## src/rtl/matmul_operand_feeder.sv

```systemverilog
// matmul_operand_feeder
//   Walks C = A x B (square, row-major, dim x dim) in i/j/k order and feeds the
//   pipelined fp32 multiplier one operand pair per cycle. A[i][k] and B[k][j]
//   are fetched from two synchronous-read RAMs; the returned words are
//   registered onto a/b together with the row/col/last_k tags the accumulator
//   needs.
// Ports
//   clk, rst_n              clock, asynchronous active-low reset
//   go, dim                 job request (sampled in IDLE) and matrix dimension
//   hold                    back-pressure: suppress new RAM reads while high
//   a_rd_en/addr/data       A RAM read port (data valid one cycle after en)
//   b_rd_en/addr/data       B RAM read port (data valid one cycle after en)
//   start, a, b             operand pair to the multiplier, one cycle per pair
//   row, col, last_k        tags aligned with a/b
//   busy, done, err         job status; done and err are one-cycle pulses
module matmul_operand_feeder #(
  parameter int DIM_MAX = 4,
  parameter int ADDR_W  = $clog2(DIM_MAX*DIM_MAX),
  parameter int DATA_W  = 32,
  localparam int DIM_W  = $clog2(DIM_MAX+1)
) (
  input  logic              clk,
  input  logic              rst_n,
  input  logic              go,
  input  logic [DIM_W-1:0]  dim,
  input  logic              hold,
  output logic              a_rd_en,
  output logic [ADDR_W-1:0] a_rd_addr,
  input  logic [DATA_W-1:0] a_rd_data,
  output logic              b_rd_en,
  output logic [ADDR_W-1:0] b_rd_addr,
  input  logic [DATA_W-1:0] b_rd_data,
  output logic              start,
  output logic [DATA_W-1:0] a,
  output logic [DATA_W-1:0] b,
  output logic [ADDR_W-1:0] row,
  output logic [ADDR_W-1:0] col,
  output logic              last_k,
  output logic              busy,
  output logic              done,
  output logic              err
);

  typedef enum logic [1:0] {IDLE, ISSUE, DRAIN, DONE} state_t;

  state_t            state_reg, state_next;
  logic [DIM_W-1:0]  dim_reg, i_reg, j_reg, k_reg;
  logic [ADDR_W-1:0] a_base_reg;   // i*dim, kept as a running sum
  logic [ADDR_W-1:0] b_addr_reg;   // k*dim + j, kept as a running sum
  logic              v1_reg;       // stage 1: read issued last cycle
  logic [ADDR_W-1:0] row1_reg, col1_reg;
  logic              lk1_reg;
  logic              err_reg;

  logic              dim_ok, go_acc, rd_fire;
  logic              i_last, j_last, k_last, last_read;
  logic [DIM_W-1:0]  dim_last;
  logic [ADDR_W-1:0] dim_ext;

  assign dim_ok    = (dim != '0) && (int'(dim) <= DIM_MAX);
  assign go_acc    = (state_reg == IDLE) && go && dim_ok;
  assign rd_fire   = (state_reg == ISSUE) && !hold;
  assign dim_last  = dim_reg - DIM_W'(1);
  assign dim_ext   = ADDR_W'(dim_reg);
  assign i_last    = (i_reg == dim_last);
  assign j_last    = (j_reg == dim_last);
  assign k_last    = (k_reg == dim_last);
  assign last_read = rd_fire && i_last && j_last && k_last;

  assign a_rd_en   = rd_fire;
  assign b_rd_en   = rd_fire;
  assign a_rd_addr = a_base_reg + ADDR_W'(k_reg);
  assign b_rd_addr = b_addr_reg;

  assign busy = (state_reg == ISSUE) || (state_reg == DRAIN);
  assign done = (state_reg == DONE);
  assign err  = err_reg;

  always_comb begin
    state_next = state_reg;
    case (state_reg)
      IDLE:  if (go_acc) state_next = ISSUE;
      ISSUE: if (last_read) state_next = DRAIN;
      // Only stage 1 has to be empty: the pair in stage 2 is being presented
      // this cycle, so DONE lands exactly one cycle after the final start.
      DRAIN: if (!v1_reg) state_next = DONE;
      DONE:  state_next = IDLE;
      default: state_next = IDLE;
    endcase
  end

  always_ff @(posedge clk or negedge rst_n) begin
    if (!rst_n) begin
      state_reg <= IDLE;
      err_reg   <= 1'b0;
    end else begin
      state_reg <= state_next;
      err_reg   <= (state_reg == IDLE) && go && !dim_ok;
    end
  end

  // Loop counters and running address bases; advance k, then j, then i.
  always_ff @(posedge clk or negedge rst_n) begin
    if (!rst_n) begin
      dim_reg    <= '0;
      i_reg      <= '0;
      j_reg      <= '0;
      k_reg      <= '0;
      a_base_reg <= '0;
      b_addr_reg <= '0;
    end else if (go_acc) begin
      dim_reg    <= dim;
      i_reg      <= '0;
      j_reg      <= '0;
      k_reg      <= '0;
      a_base_reg <= '0;
      b_addr_reg <= '0;
    end else if (rd_fire) begin
      if (k_last) begin
        k_reg <= '0;
        if (j_last) begin
          j_reg      <= '0;
          b_addr_reg <= '0;
          if (i_last) begin
            i_reg      <= '0;
            a_base_reg <= '0;
          end else begin
            i_reg      <= i_reg + DIM_W'(1);
            a_base_reg <= a_base_reg + dim_ext;
          end
        end else begin
          j_reg      <= j_reg + DIM_W'(1);
          b_addr_reg <= ADDR_W'(j_reg) + ADDR_W'(1);
        end
      end else begin
        k_reg      <= k_reg + DIM_W'(1);
        b_addr_reg <= b_addr_reg + dim_ext;
      end
    end
  end

  // Two-stage tag/valid shift: stage 1 waits for the RAM, stage 2 captures
  // the RAM data. Payload registers only load on a valid pair so they hold
  // their last value through bubbles.
  always_ff @(posedge clk or negedge rst_n) begin
    if (!rst_n) begin
      v1_reg   <= 1'b0;
      row1_reg <= '0;
      col1_reg <= '0;
      lk1_reg  <= 1'b0;
      start    <= 1'b0;
      a        <= '0;
      b        <= '0;
      row      <= '0;
      col      <= '0;
      last_k   <= 1'b0;
    end else begin
      v1_reg <= rd_fire;
      if (rd_fire) begin
        row1_reg <= ADDR_W'(i_reg);
        col1_reg <= ADDR_W'(j_reg);
        lk1_reg  <= k_last;
      end
      start <= v1_reg;
      if (v1_reg) begin
        a      <= a_rd_data;
        b      <= b_rd_data;
        row    <= row1_reg;
        col    <= col1_reg;
        last_k <= lk1_reg;
      end
    end
  end

endmodule

```

## config.mk

```make
export PLATFORM = sky130hd
export DESIGN_NAME = matmul_operand_feeder
export DESIGN_NICKNAME = d
export VERILOG_FILES = /design/src/rtl/matmul_operand_feeder.sv
export SDC_FILE = /design/constraint.sdc
export NUM_CORES = 1
export LEC_CHECK = 0
export BUFFER_PORTS_ARGS = -buffer_cell sky130_fd_sc_hd__buf_2
export CORE_MARGIN = 4
export CORE_UTILIZATION = 50
export DETAILED_ROUTE_END_ITERATION = 6
export PLACE_DENSITY = 0.9
export RECOVER_POWER = 100
export SKIP_CTS_REPAIR_TIMING = 1
export SLEW_MARGIN = 20
export SYNTH_ARGS = -nofsm -noshare
export SYNTH_HDL_FRONTEND = slang
export SYNTH_SLANG_ARGS = --single-unit
```

## constraint.sdc

```tcl
create_clock -name clk -period 3.1 [get_ports clk]
set_clock_uncertainty 0.05 [all_clocks]
set_input_delay 0.62 -clock clk [delete_from_list [all_inputs] [get_ports clk]]
set_output_delay 0.62 -clock clk [all_outputs]
set_load 0.03 [all_outputs]
```

==> results.py <==
metrics = {
    "synth": {
        "synth_top_flop_cell": "sky130_fd_sc_hd__dfrtp_1",
        "post_synth_fa_ha_maj_area_fraction_pct": 6.26,
        "synthesized_instance_count": 351,
        "synth_top_area_share_pct": 56.5,
        "sequential_cell_area_fraction_in_the_yosys_report_pct": 56.5,
        "synth.mux.area_fraction_pct": 18.6,
        "yosysMostFrequentCell": "sky130_fd_sc_hd__dfrtp_1",
        "synth-simple-area-share_pct": 7.22,
        "yosys.cell_types.count": 39,
        "synth_area_leaders": "sky130_fd_sc_hd__dfrtp_1, sky130_fd_sc_hd__mux2_2, sky130_fd_sc_hd__ha_1, sky130_fd_sc_hd__nand2_1, sky130_fd_sc_hd__a21oi_1",
        "synth_area_per_cell_um2": 13.0,
        "netlist.top_cell.by_area": "sky130_fd_sc_hd__dfrtp_1",
        "post_synthesis_sequential_element_count": 103,
        "yosys_warnings": 0,
        "synth_edf_count": 0,
        "synth_xor_area_share_pct": 4.01,
        "cell_area_after_synthesis_um2": 4560,
        "ys_async_sr_fraction_pct": 100,
        "synth_top_cells_by_count": "sky130_fd_sc_hd__dfrtp_1, sky130_fd_sc_hd__mux2_2, sky130_fd_sc_hd__nand2_1, sky130_fd_sc_hd__ha_1, sky130_fd_sc_hd__a21oi_1",
        "synth-compound-area-share_pct": 4.86,
        "synth_top_family_by_area": "multiplexers",
    },
    "final_layout": {
        "nNetsFinal": 598,
        "n_fill_cell": 753,
        "syn2layout_area_growth_pct": 20.8,
        "stdcell_count": 619,
        "antenna-diode-count": 0,
        "final_layout_size_suffix_gt1_share_pct": 31.7,
        "layout_top_registers": "a (32), b (32)",
    },
    "hold_path": {
        "hold_class": "in2reg",
    },
    "place": {
        "placed_cells_incl_taps": 603,
        "detailedPlacementHpwl_mm": 7.83,
        "place.port_buffers": 155,
        "routabilityCongestion": 0.888,
    },
    "worst_setup_path": {
        "crit_path_start_kind": "register",
        "timing_worst_setup_path_type": "reg2out",
        "reg2reg_slack_ps": 410,
        "endpoint_kind": "output port",
        "cp_data_required_time_ps": 2430,
        "critPathArrivalTime_ps": 2050,
        "worst-path-max-fanout": 15,
    },
    "clock_tree": {
        "clock_pin_slew_on_the_worst_setup_and_hold_paths_ps": 110,
        "number_of_cts_inserted_buffers": 9,
        "cts.sink_count": 103,
        "cts_tree": "yes",
        "clock_latency_ps": 370,
        "clock_path_buffers": 2,
        "ctsRootBufferMaster": "sky130_fd_sc_hd__clkbuf_8",
        "cts_htree_levels": 3,
    },
    "floorplanning": {
        "rows": 34,
        "initial_standard_cell_utilization_of_the_core_pct": 51.8,
        "core_um2": 8810,
        "io_pins": 158,
        "floorplan.die_area_um2": 10700,
        "die_h_um": 103,
        "chipWidth_um": 103,
    },
    "sta": {
        "timing.slew.headroom_pct": 4.29,
        "final_clock_period_utilization_by_the_worst_path_pct": 87.8,
        "maxSlewViolCount": 0,
        "hold_viol": 0,
        "setup_tns_ps": 0,
        "setup_repair_after_global_routing_missed_its_margin": "false",
        "worstMarginPinSlew_ps": 1440,
        "setup_violations": 0,
        "clock.fmax_ghz": 0.368,
        "final.min_clock_period_ps": 2720,
    },
    "global_routing": {
        "grt_pass1_wl_mm": 15.7,
        "grt_use_total_pct": 19.1,
        "grt_start_max_net_pins": 54,
        "first_global_vias": 3285,
        "number_of_antenna_violations_at_the_first_check_in_global_routing": 0,
        "overflow": 0,
    },
    "power": {
        "worst_ir_drop_vdd_uv": 753,
        "total_leakage_power_nw": 2.59,
        "power.density_cell_area_nw_per_um2": 1180,
    },
    "routing": {
        "wl_per_cell_um": 16.8,
        "drtIter0Drc": 135,
        "totalWireLength_mm": 10.4,
        "detailedRoute.firstPassIterationCount": 4,
        "antenna_left": 0,
        "vias_post_dr": 3224,
        "detail_route.vias_per_cell": 5.21,
        "route.detailed.drc": 0,
    },
    "flow_run": {
        "max_cap_violations": 0,
    },
    "status": {
        "run_status": "finished, final reports clean",
    },
}
-- critical path, stage by stage (launching register included) --
cell	delay [ps]
sky130_fd_sc_hd__dfrtp_1	430
sky130_fd_sc_hd__inv_1	120
sky130_fd_sc_hd__ha_1	220
sky130_fd_sc_hd__nand2b_1	70
sky130_fd_sc_hd__buf_4	180
sky130_fd_sc_hd__inv_1	90
sky130_fd_sc_hd__buf_4	190
sky130_fd_sc_hd__clkbuf_1	370
-- cell families (layout without fill, tap and decap cells) --
kind of cell | Yosys count | in the layout
adders and majority gates | 21 | 21
and+or+nand+nor | 72 | 72
buffers and inverters | 27 | 186
muxes | 75 | 75
AOI/OAI and AO/OA | 36 | 36
DFF | 103 | 103
xor gates and xnor gates | 16 | 16
other | 1 | 2
-- routing by layer --
layer / track usage (%) / share of wire, %
met5: 0 / 0
met4: 5.88 / 0.73
met3: 4.36 / 7.8
met2: 34.4 / 52
met1: 22.6 / 39
-- path summary, 6_finish.rpt --
kind | endpoint | start | cells past startpoint
max in group asynchronous | b[19] | rst_n | 2
max reg2reg | state_reg[1] | dim_reg[0] | 7
min in group asynchronous | k_reg[0] | rst_n | 1
max | b_rd_en | state_reg[1] | 7
min | a[0] | a_rd_data[0] | 2
min reg2reg | row1_reg[2] | row1_reg[2] | 2
-- cells in the final DEF, fill, tap and decap left out, types with 3 or more instances in the layout --
cell type / instances
sky130_fd_sc_hd__a21o_1: 4
sky130_fd_sc_hd__a21oi_1: 15
sky130_fd_sc_hd__a22oi_1: 3
sky130_fd_sc_hd__buf_2: 69
sky130_fd_sc_hd__clkbuf_1: 87
sky130_fd_sc_hd__clkbuf_2: 3
sky130_fd_sc_hd__clkbuf_8: 10
sky130_fd_sc_hd__clkinv_4: 3
sky130_fd_sc_hd__dfrtp_1: 103
sky130_fd_sc_hd__fa_1: 3
sky130_fd_sc_hd__ha_1: 18
sky130_fd_sc_hd__inv_1: 9
sky130_fd_sc_hd__mux2_2: 72
sky130_fd_sc_hd__nand2_1: 32
sky130_fd_sc_hd__nand3_1: 8
sky130_fd_sc_hd__nand3b_1: 3
sky130_fd_sc_hd__nor2_1: 14
sky130_fd_sc_hd__nor3_1: 3
sky130_fd_sc_hd__o21ai_0: 8
sky130_fd_sc_hd__xnor2_1: 8
sky130_fd_sc_hd__xor2_1: 5
-- per-stage QoR --
stage / worst slack [ps] / area [um^2] / total power, W / hold slack, ps / utilization (%)
5_1_grt: 193 / 5510 / 0.00693 / 397 / 62.5
3_3_place_gp: 598 / 5460 / 0.00571 / 410 / 61.9
2_1_floorplan: 680 / 4560 / 0.00484 / 274 / -
3_5_place_dp: 507 / 5460 / 0.00588 / 410 / 61.9
6_report: 379 / 5510 / 0.00649 / 421 / 62.5
4_1_cts: 465 / 5640 / 0.00670 / 255 / 64.1
-- power breakdown --
part	switching, W	internal (W)	leakage, nW
sequential	0.000469	0.00194	1.27
clock	0.000487	0.000326	0.0987
combinational	0.00212	0.00114	1.22
total	0.00308	0.00341	2.59
-- final cells by class --
class | instances | area (um^2) | share of cell area (%)
clock buffers | 10 | 138 | 2.50
clock inverters | 6 | 51.3 | 0.932
inverters | 9 | 33.8 | 0.614
multi-input cells | 222 | 1870 | 33.9
flip-flops and latches | 103 | 2580 | 46.8
well taps | 108 | 135 | 2.45
repair buffers | 161 | 702 | 12.7
Note: power is estimated with default switching activity, not from simulation.
